**src/rtl/trap_ctrl.sv**
```systemverilog
// trap_ctrl: commit-side trap/return controller.
//   Takes exceptions (ex_valid_i) and MRET (ret_valid_i) from the retiring
//   instruction. It owns mepc/mcause/mtval/mtvec/mstatus.{MIE,MPIE} and
//   sequences flush -> drain -> redirect.
//   Ports:
//     clk_i, rst_i (sync, active-high)
//     commit_*_i / commit_ready_o    retire handshake
//     ex_*_i, ret_valid_i            trap / MRET info for the retiring instr
//     pipeline_empty_i               upstream drained
//     flush_o, redirect_valid_o, redirect_target_o
//     csr_we_i/csr_addr_i/csr_wdata_i/csr_rdata_o   CSR port (read is combinational)
//   Optional macro TRAP_COUNT_EN adds a read-only trap counter at CSR 0x7C0.
module trap_ctrl #(
  parameter logic [31:0] RESET_VEC    = 32'h8000_0000,
  parameter int          FLUSH_CYCLES = 2
) (
  input  logic        clk_i,
  input  logic        rst_i,
  input  logic        commit_valid_i,
  output logic        commit_ready_o,
  input  logic [31:0] commit_pc_i,
  input  logic        ex_valid_i,
  input  logic [3:0]  ex_code_i,
  input  logic [31:0] ex_tval_i,
  input  logic        ret_valid_i,
  input  logic        pipeline_empty_i,
  output logic        flush_o,
  output logic        redirect_valid_o,
  output logic [31:0] redirect_target_o,
  input  logic        csr_we_i,
  input  logic [11:0] csr_addr_i,
  input  logic [31:0] csr_wdata_i,
  output logic [31:0] csr_rdata_o
);
  localparam int CW = (FLUSH_CYCLES > 1) ? $clog2(FLUSH_CYCLES) : 1;

  typedef enum logic [1:0] {IDLE, FLUSH, DRAIN, REDIR} state_t;

  state_t        state_q, state_d;
  logic [CW-1:0] cnt_q, cnt_d;
  logic [31:0]   mepc_q, mepc_d, mcause_q, mcause_d, mtval_q, mtval_d;
  logic [31:0]   mtvec_q, mtvec_d, target_q, target_d;
  logic          mie_q, mie_d, mpie_q, mpie_d;
  logic          idle, trap_take, ret_take, csr_wr;

  assign idle      = (state_q == IDLE);
  assign trap_take = idle & commit_valid_i & ex_valid_i;
  assign ret_take  = idle & commit_valid_i & ret_valid_i & ~ex_valid_i;
  assign csr_wr    = idle & csr_we_i;

`ifdef TRAP_COUNT_EN
  logic [31:0] tcnt_q;
  always_ff @(posedge clk_i) begin
    if (rst_i)          tcnt_q <= '0;
    else if (trap_take) tcnt_q <= tcnt_q + 32'd1;  // wraps naturally
  end
`endif

  always_comb begin
    state_d  = state_q;
    cnt_d    = cnt_q;
    mepc_d   = mepc_q;
    mcause_d = mcause_q;
    mtval_d  = mtval_q;
    mtvec_d  = mtvec_q;
    target_d = target_q;
    mie_d    = mie_q;
    mpie_d   = mpie_q;

    if (csr_wr) begin
      unique case (csr_addr_i)
        12'h300: begin mie_d = csr_wdata_i[3]; mpie_d = csr_wdata_i[7]; end
        12'h305: mtvec_d  = {csr_wdata_i[31:2], 2'b00};
        12'h341: mepc_d   = {csr_wdata_i[31:2], 2'b00};
        12'h342: mcause_d = csr_wdata_i;
        12'h343: mtval_d  = csr_wdata_i;
        default: ;
      endcase
    end

    // Trap/return updates override a same-cycle CSR write; mtvec is not
    // touched here, so an mtvec write still lands while target uses the old one.
    if (trap_take) begin
      mepc_d   = {commit_pc_i[31:2], 2'b00};
      mcause_d = {28'b0, ex_code_i};
      mtval_d  = ex_tval_i;
      mpie_d   = mie_q;
      mie_d    = 1'b0;
      target_d = {mtvec_q[31:2], 2'b00};
    end else if (ret_take) begin
      mie_d    = mpie_q;
      mpie_d   = 1'b1;
      target_d = mepc_q;
    end

    unique case (state_q)
      IDLE:  if (trap_take | ret_take) begin state_d = FLUSH; cnt_d = '0; end
      FLUSH: if (cnt_q == CW'(FLUSH_CYCLES - 1)) state_d = DRAIN;
             else cnt_d = cnt_q + 1'b1;
      DRAIN: if (pipeline_empty_i) state_d = REDIR;
      REDIR: state_d = IDLE;
      default: state_d = IDLE;
    endcase
  end

  always_ff @(posedge clk_i) begin
    if (rst_i) begin
      state_q  <= IDLE;
      cnt_q    <= '0;
      mepc_q   <= '0;
      mcause_q <= '0;
      mtval_q  <= '0;
      mtvec_q  <= RESET_VEC;
      target_q <= '0;
      mie_q    <= 1'b0;
      mpie_q   <= 1'b0;
    end else begin
      state_q  <= state_d;
      cnt_q    <= cnt_d;
      mepc_q   <= mepc_d;
      mcause_q <= mcause_d;
      mtval_q  <= mtval_d;
      mtvec_q  <= mtvec_d;
      target_q <= target_d;
      mie_q    <= mie_d;
      mpie_q   <= mpie_d;
    end
  end

  // Outputs are forced quiet during the reset cycle itself.
  assign commit_ready_o    = ~rst_i & idle;
  assign flush_o           = ~rst_i & (state_q == FLUSH);
  assign redirect_valid_o  = ~rst_i & (state_q == REDIR);
  assign redirect_target_o = rst_i ? 32'h0 : target_q;

  always_comb begin
    csr_rdata_o = '0;
    unique case (csr_addr_i)
      12'h300: csr_rdata_o = {24'b0, mpie_q, 3'b0, mie_q, 3'b0};
      12'h305: csr_rdata_o = mtvec_q;
      12'h341: csr_rdata_o = mepc_q;
      12'h342: csr_rdata_o = mcause_q;
      12'h343: csr_rdata_o = mtval_q;
`ifdef TRAP_COUNT_EN
      12'h7C0: csr_rdata_o = tcnt_q;
`endif
      default: csr_rdata_o = '0;
    endcase
  end
endmodule
```
**config.mk**
```make
export PLATFORM = sky130hd
export DESIGN_NAME = trap_ctrl
export DESIGN_NICKNAME = d
export VERILOG_FILES = /design/src/rtl/trap_ctrl.sv
export SDC_FILE = /design/constraint.sdc
export NUM_CORES = 1
export LEC_CHECK = 0
export CORE_UTILIZATION = 50
export DETAILED_ROUTE_END_ITERATION = 8
export PLACE_DENSITY = 0.81
export SLEW_MARGIN = 20
export SYNTH_ARGS = -nofsm -noshare
export SYNTH_HDL_FRONTEND = slang
export SYNTH_SLANG_ARGS = --single-unit
export TNS_END_PERCENT = 10
```
**constraint.sdc**
```tcl
create_clock -name clk_i -period 2.9 [get_ports clk_i]
set_input_delay 0.435 -clock clk_i [delete_from_list [all_inputs] [get_ports clk_i]]
set_output_delay 0.435 -clock clk_i [all_outputs]
set_load 0.01 [all_outputs]
```
After elaboration in Yosys (flattened, before gate mapping):

Index checks and enable logic that the tools add are counted.
Widths: inputs -> output; s select.

* bits of input ports: 119
* output and inout bits: 67
* bits in registers: 159
* word-level logic and storage cells: 81

* eq/ne operators: 11
* bitwise operators: 11
* mux-type cells: 27
* reduce and logical (&&, ||, !) cells: 21
* $add $sub $neg: 1

Operators with widths (count)
* $mux 32: 9
* $pmux 32 s5: 1
* $eq 12x10->1 const B: 5
* $reduce_and 2->1: 8
* $reduce_bool 2->1: 8
* $mux 4: 3
* $mux 1: 9
* $and 1x1->1: 8
* $pmux 2 s4: 1
* $mux 2: 3
* $reduce_bool 3->1: 2
* $eq 2x2->1 const B: 2
* $ne 2x2->1 const B: 2
* $reduce_and 3->1: 1
* $eq 2x1->1 const B: 1
* $logic_not 2->1: 1
* $ne 2x1->1 const B: 1
* $not 1->1: 2
* $pmux 1 s2: 1
* $reduce_or 2->1: 1
* $add 1x1->1 const B: 1
* $or 1x1->1: 1

Depth between registers and ports, before layout:

* depth in word-level cells: 7
* gate-level depth with buffers: 8
* mapped depth without buffers: 6

Worst setup path after synthesis:

No wires, ideal clock.

* kind: input -> output
* start point: input port csr_addr_i[5]
* end point: output port csr_rdata_o[15]
* path slack: 0.631 ns
* arrival time: 1.834 ns
* buffers on the path: 2
* required time: 2.465 ns
* stages: 6
* cells stage by stage: nor4_2 > nand3_1 > nor2_1 > buf_1 > buf_2 > o2bb2ai_1

* longest elaborated chain between the ends: 2
* elaborated cells on any way between the ends: 6
* classes of those cells: eq/ne: 5; mux: 1

RTL lines
* from (decl): RTL line 31 `input logic [11:0] csr_addr_i,`
* $eq 12x10->1: RTL line 138 `unique case (csr_addr_i)`
* $pmux 32 s5 *: RTL line 138
* to (decl): RTL line 33 `output logic [31:0] csr_rdata_o`

Mark *: on every way between the ends. The rest lies on a longest branch, timed or not.

Final worst setup path:

* start point: input port csr_addr_i[5]
* end point: output port csr_rdata_o[7]

The elaborated chain is that of the path after synthesis.

==> metrics <==
outcome=complete, no violations; GRT Total Usage=31.4%; Clock Skew=between 0.006 and 0.007 ns; unrepaired setup endpoints after global routing=yes; Post-Syn Area=0.00768 sq mm; Fmax=345 MHz; CTS tree=done; period utilisation layout=about 100%; # nets final=1129; count of state elements after synthesis=between 150 and 200; Hold Path Class=in2reg; Longest Clk Path Bufs=2; post-synth top area share=around two fifths; Setup-failing EPs final=0; WP data arrival=~2.5 ns; simple-gate share of the synthesized area=19.3%; vias per std cell=6.24; CTS Sinks=159; number of global-route vias before repair=7391; filler cell count=approximately 1.1k; PD cells=609 mW/mm^2; H-tree depth=4; final cell count without fillers=1202; routed wire length per instance=20.8 um; cells on worst reg2reg path=7; Post-Syn Instances=~850; sw frac=about 29%; Core Region=0.0148 sq mm; Ports=186; Initial Util=52.1%; hold depth=2; pin count of the biggest net entering global routing=92; CP startpoint kind=input port; final worst setup slack=0.000241 ns; number of synthesized flops with an enable pin=0; Hold Vio Cnt, Final=0; fraction of registers with async set/reset=0%; clock group share of total power=~36%; Die Area=0.0159 sq mm; height of the die=126 um; fin crit period=2.90 ns; Post-synth top cells=dfxtp_1 (159), nor2_1 (69), nand2_1 (63), clkbuf_1 (62), and3_1 (55); TritonCTS buffer count=17; Most used DFF post-synth=dfxtp_1; total gr overflow=0; Seq pwr share=40.9%; R2R Setup Slk=approximately 0.60 ns; Placed Cells=1170; first-pass iteration count of the detailed router=5; FP Rows=44; reg-to-reg startpoint=state_q[0]$_SDFFE_PP0P_; Clk Latency, worst-skew pair=0.43 ns; register area share after synthesis=between 40% and 50%; Max-cap violations=0; Pint=0.00445 W; post-layout util=69.9%; design area=about 0.010 sq mm; CP required=2.47 ns; area share of xor/xnor cells in the synthesized design=0%; Slew @ Worst Pin=about 0.84 ns; post-synthesis adder-cell area fraction=0.815%; DPL Wire Length=15600 um; power share of the combinational group=23.1%; Antenna diodes=0; CP max FO=11; Sw Pwr=approximately 0.0018 W; Hold Buf Count CTS=0; IO buf count=181; # DRC=0; vias=about 7.5k; DR iter-0 viols=between 700 and 800; Yosys cell types=between 40 and 50; Final Slew Violations=0; global-route wire length before repair=38900 um; Hold Crit Start=rst_i; top-count cell post-synth=dfxtp_1; antenna violations before repair=0; Clock transition at path regs=0.06 ns; Post-DRT Antenna Nets=0; Synth area leaders=dfxtp_1 (41%), a221o_1 (7.0%), mux2i_1 (5.2%); main combinational cell family by area after synthesis=compound AO/OA/AOI/OAI gates; synthesized area per cell=approximately 9 sq um; peak supply drop=0.476 mV; reg2reg end=mtval_q[17]$_SDFFE_PP0P_; area post-placement=0.00974 sq mm; cell taking the most area after synthesis=dfxtp_1; root buffer cell=clkbuf_16; warning count from the yosys run=0; GP Congestion=0.838; compound-cell area share of the yosys netlist=23.3%; Layout area overhead=34.3%; worst rel slew slack=43.7%; multiplexer share of the synthesized area=slightly below 10%; die width=between 100 and 150 um; DRT Wirelength=~25000 um; leakage power=3.97 nW; hold path endpoint=target_q[31]$_SDFFE_PP0P_; pre-CTS setup slack=-0.126 ns; CP endpoint kind=output port; Setup CP Type=in2out; layout cells sized above 1=between 10% and 20%
==> worst max path at each step <==
stage,from,end,slack [ns],depth (start not counted)
detailed placement,csr_addr_i[5],csr_rdata_o[12],-0.13,8
finish,csr_addr_i[5],csr_rdata_o[7],0.0002,8
global placement,csr_addr_i[5],csr_rdata_o[8],-0.1,8
floorplan,csr_addr_i[5],csr_rdata_o[15],0.63,6
CTS,csr_addr_i[5],csr_rdata_o[18],-0.03,8
global route,csr_addr_i[5],csr_rdata_o[7],-0.06,8
==> repair_timing <==
item	in CTS	in global routing
setup endpoints to repair	30	4
gates resized for setup	29	4
pin swaps	0	0
buffers inserted	0	0
==> registers in the layout (all words and copies together), names as in the netlist <==
name and cells:
mtvec_q 30, cnt_q 1, mie_q 1, mpie_q 1, mcause_q 32, state_q 2
mepc_q 30, mtval_q 32, target_q 30
==> power groups by stage <==
stage | sequential (W) | clock [W] | combinational, W
CTS | 0.00257 | 0.00228 | 0.00144
finish | 0.00257 | 0.00226 | 0.00145
detailed placement | 0.00261 | 0 | 0.00143
floorplan | 0.00257 | 0 | 0.000863
global route | 0.00260 | 0.00237 | 0.00156
global placement | 0.00260 | 0 | 0.00140
==> layer usage <==
metal,wire [um],vias to the layer above,track usage (%)
met5,0,-,0
met4,643,0,14.7
met3,2550,62,7.26
li1,-,3506,-
met1,10100,3484,39.2
met2,11700,454,51.4
==> cells in the final DEF, fill, tap and decap left out, drive strengths merged, types with 6 or more instances in the layout <==
| cell | synthesis | layout |
|---|---|---|
| nor2 | 70 | 70 |
| nor2b | 35 | 35 |
| clkinv | 0 | 6 |
| nand3 | 35 | 35 |
| and3 | 55 | 55 |
| o21ai | 43 | 43 |
| dlygate4sd2 | 0 | 27 |
| mux2i | 40 | 40 |
| nand2 | 63 | 63 |
| a22oi | 30 | 30 |
| dfxtp | 159 | 159 |
| mux2 | 31 | 31 |
| clkdlybuf4s50 | 0 | 148 |
| inv | 6 | 7 |
| o2bb2ai | 28 | 28 |
| buf | 25 | 42 |
| a311oi | 29 | 29 |
| a21oi | 40 | 40 |
| a221o | 54 | 54 |
| clkbuf | 62 | 17 |
==> stage by stage <==
stage | TNS [ns] | power (W) | hold WS (ns)
5_1_grt | -0.0626 | 0.00653 | 0.495
2_1_floorplan | 0 | 0.00343 | 0.449
3_5_place_dp | -2.54 | 0.00404 | 0.467
3_3_place_gp | -1.31 | 0.00400 | 0.463
4_1_cts | -0.0551 | 0.00628 | 0.476
6_report | 0 | 0.00628 | 0.482
==> logic make-up after synthesis <==
logic type / Yosys count
and+or+nand+nor: 285
AOI/OAI and AO/OA: 238
DFF: 159
buffers and inverters: 93
muxes: 71
adders and majority gates: 5
other: 1
==> worst max-delay path: stages <==
cell	delay, ns
clkdlybuf4s50_1	0.43
nor4_2	0.30
buf_4	0.19
nand3_2	0.12
nor2_4	0.16
buf_8	0.17
a21o_1	0.13
clkdlybuf4s50_1	0.53
==> final cells by class <==
| cell class | count | area, sq um | share of cell area (%) |
|---|---|---|---|
| clock buffers | 17 | 425 | 4.12 |
| clock inverters | 15 | 170 | 1.65 |
| inverters | 6 | 22.5 | 0.218 |
| multi-input cells | 601 | 4130 | 40.0 |
| flip-flops and latches | 159 | 3180 | 30.9 |
| well taps | 184 | 230 | 2.23 |
| repair buffers | 220 | 2160 | 20.9 |
Note: power is estimated with default switching activity, not from simulation.
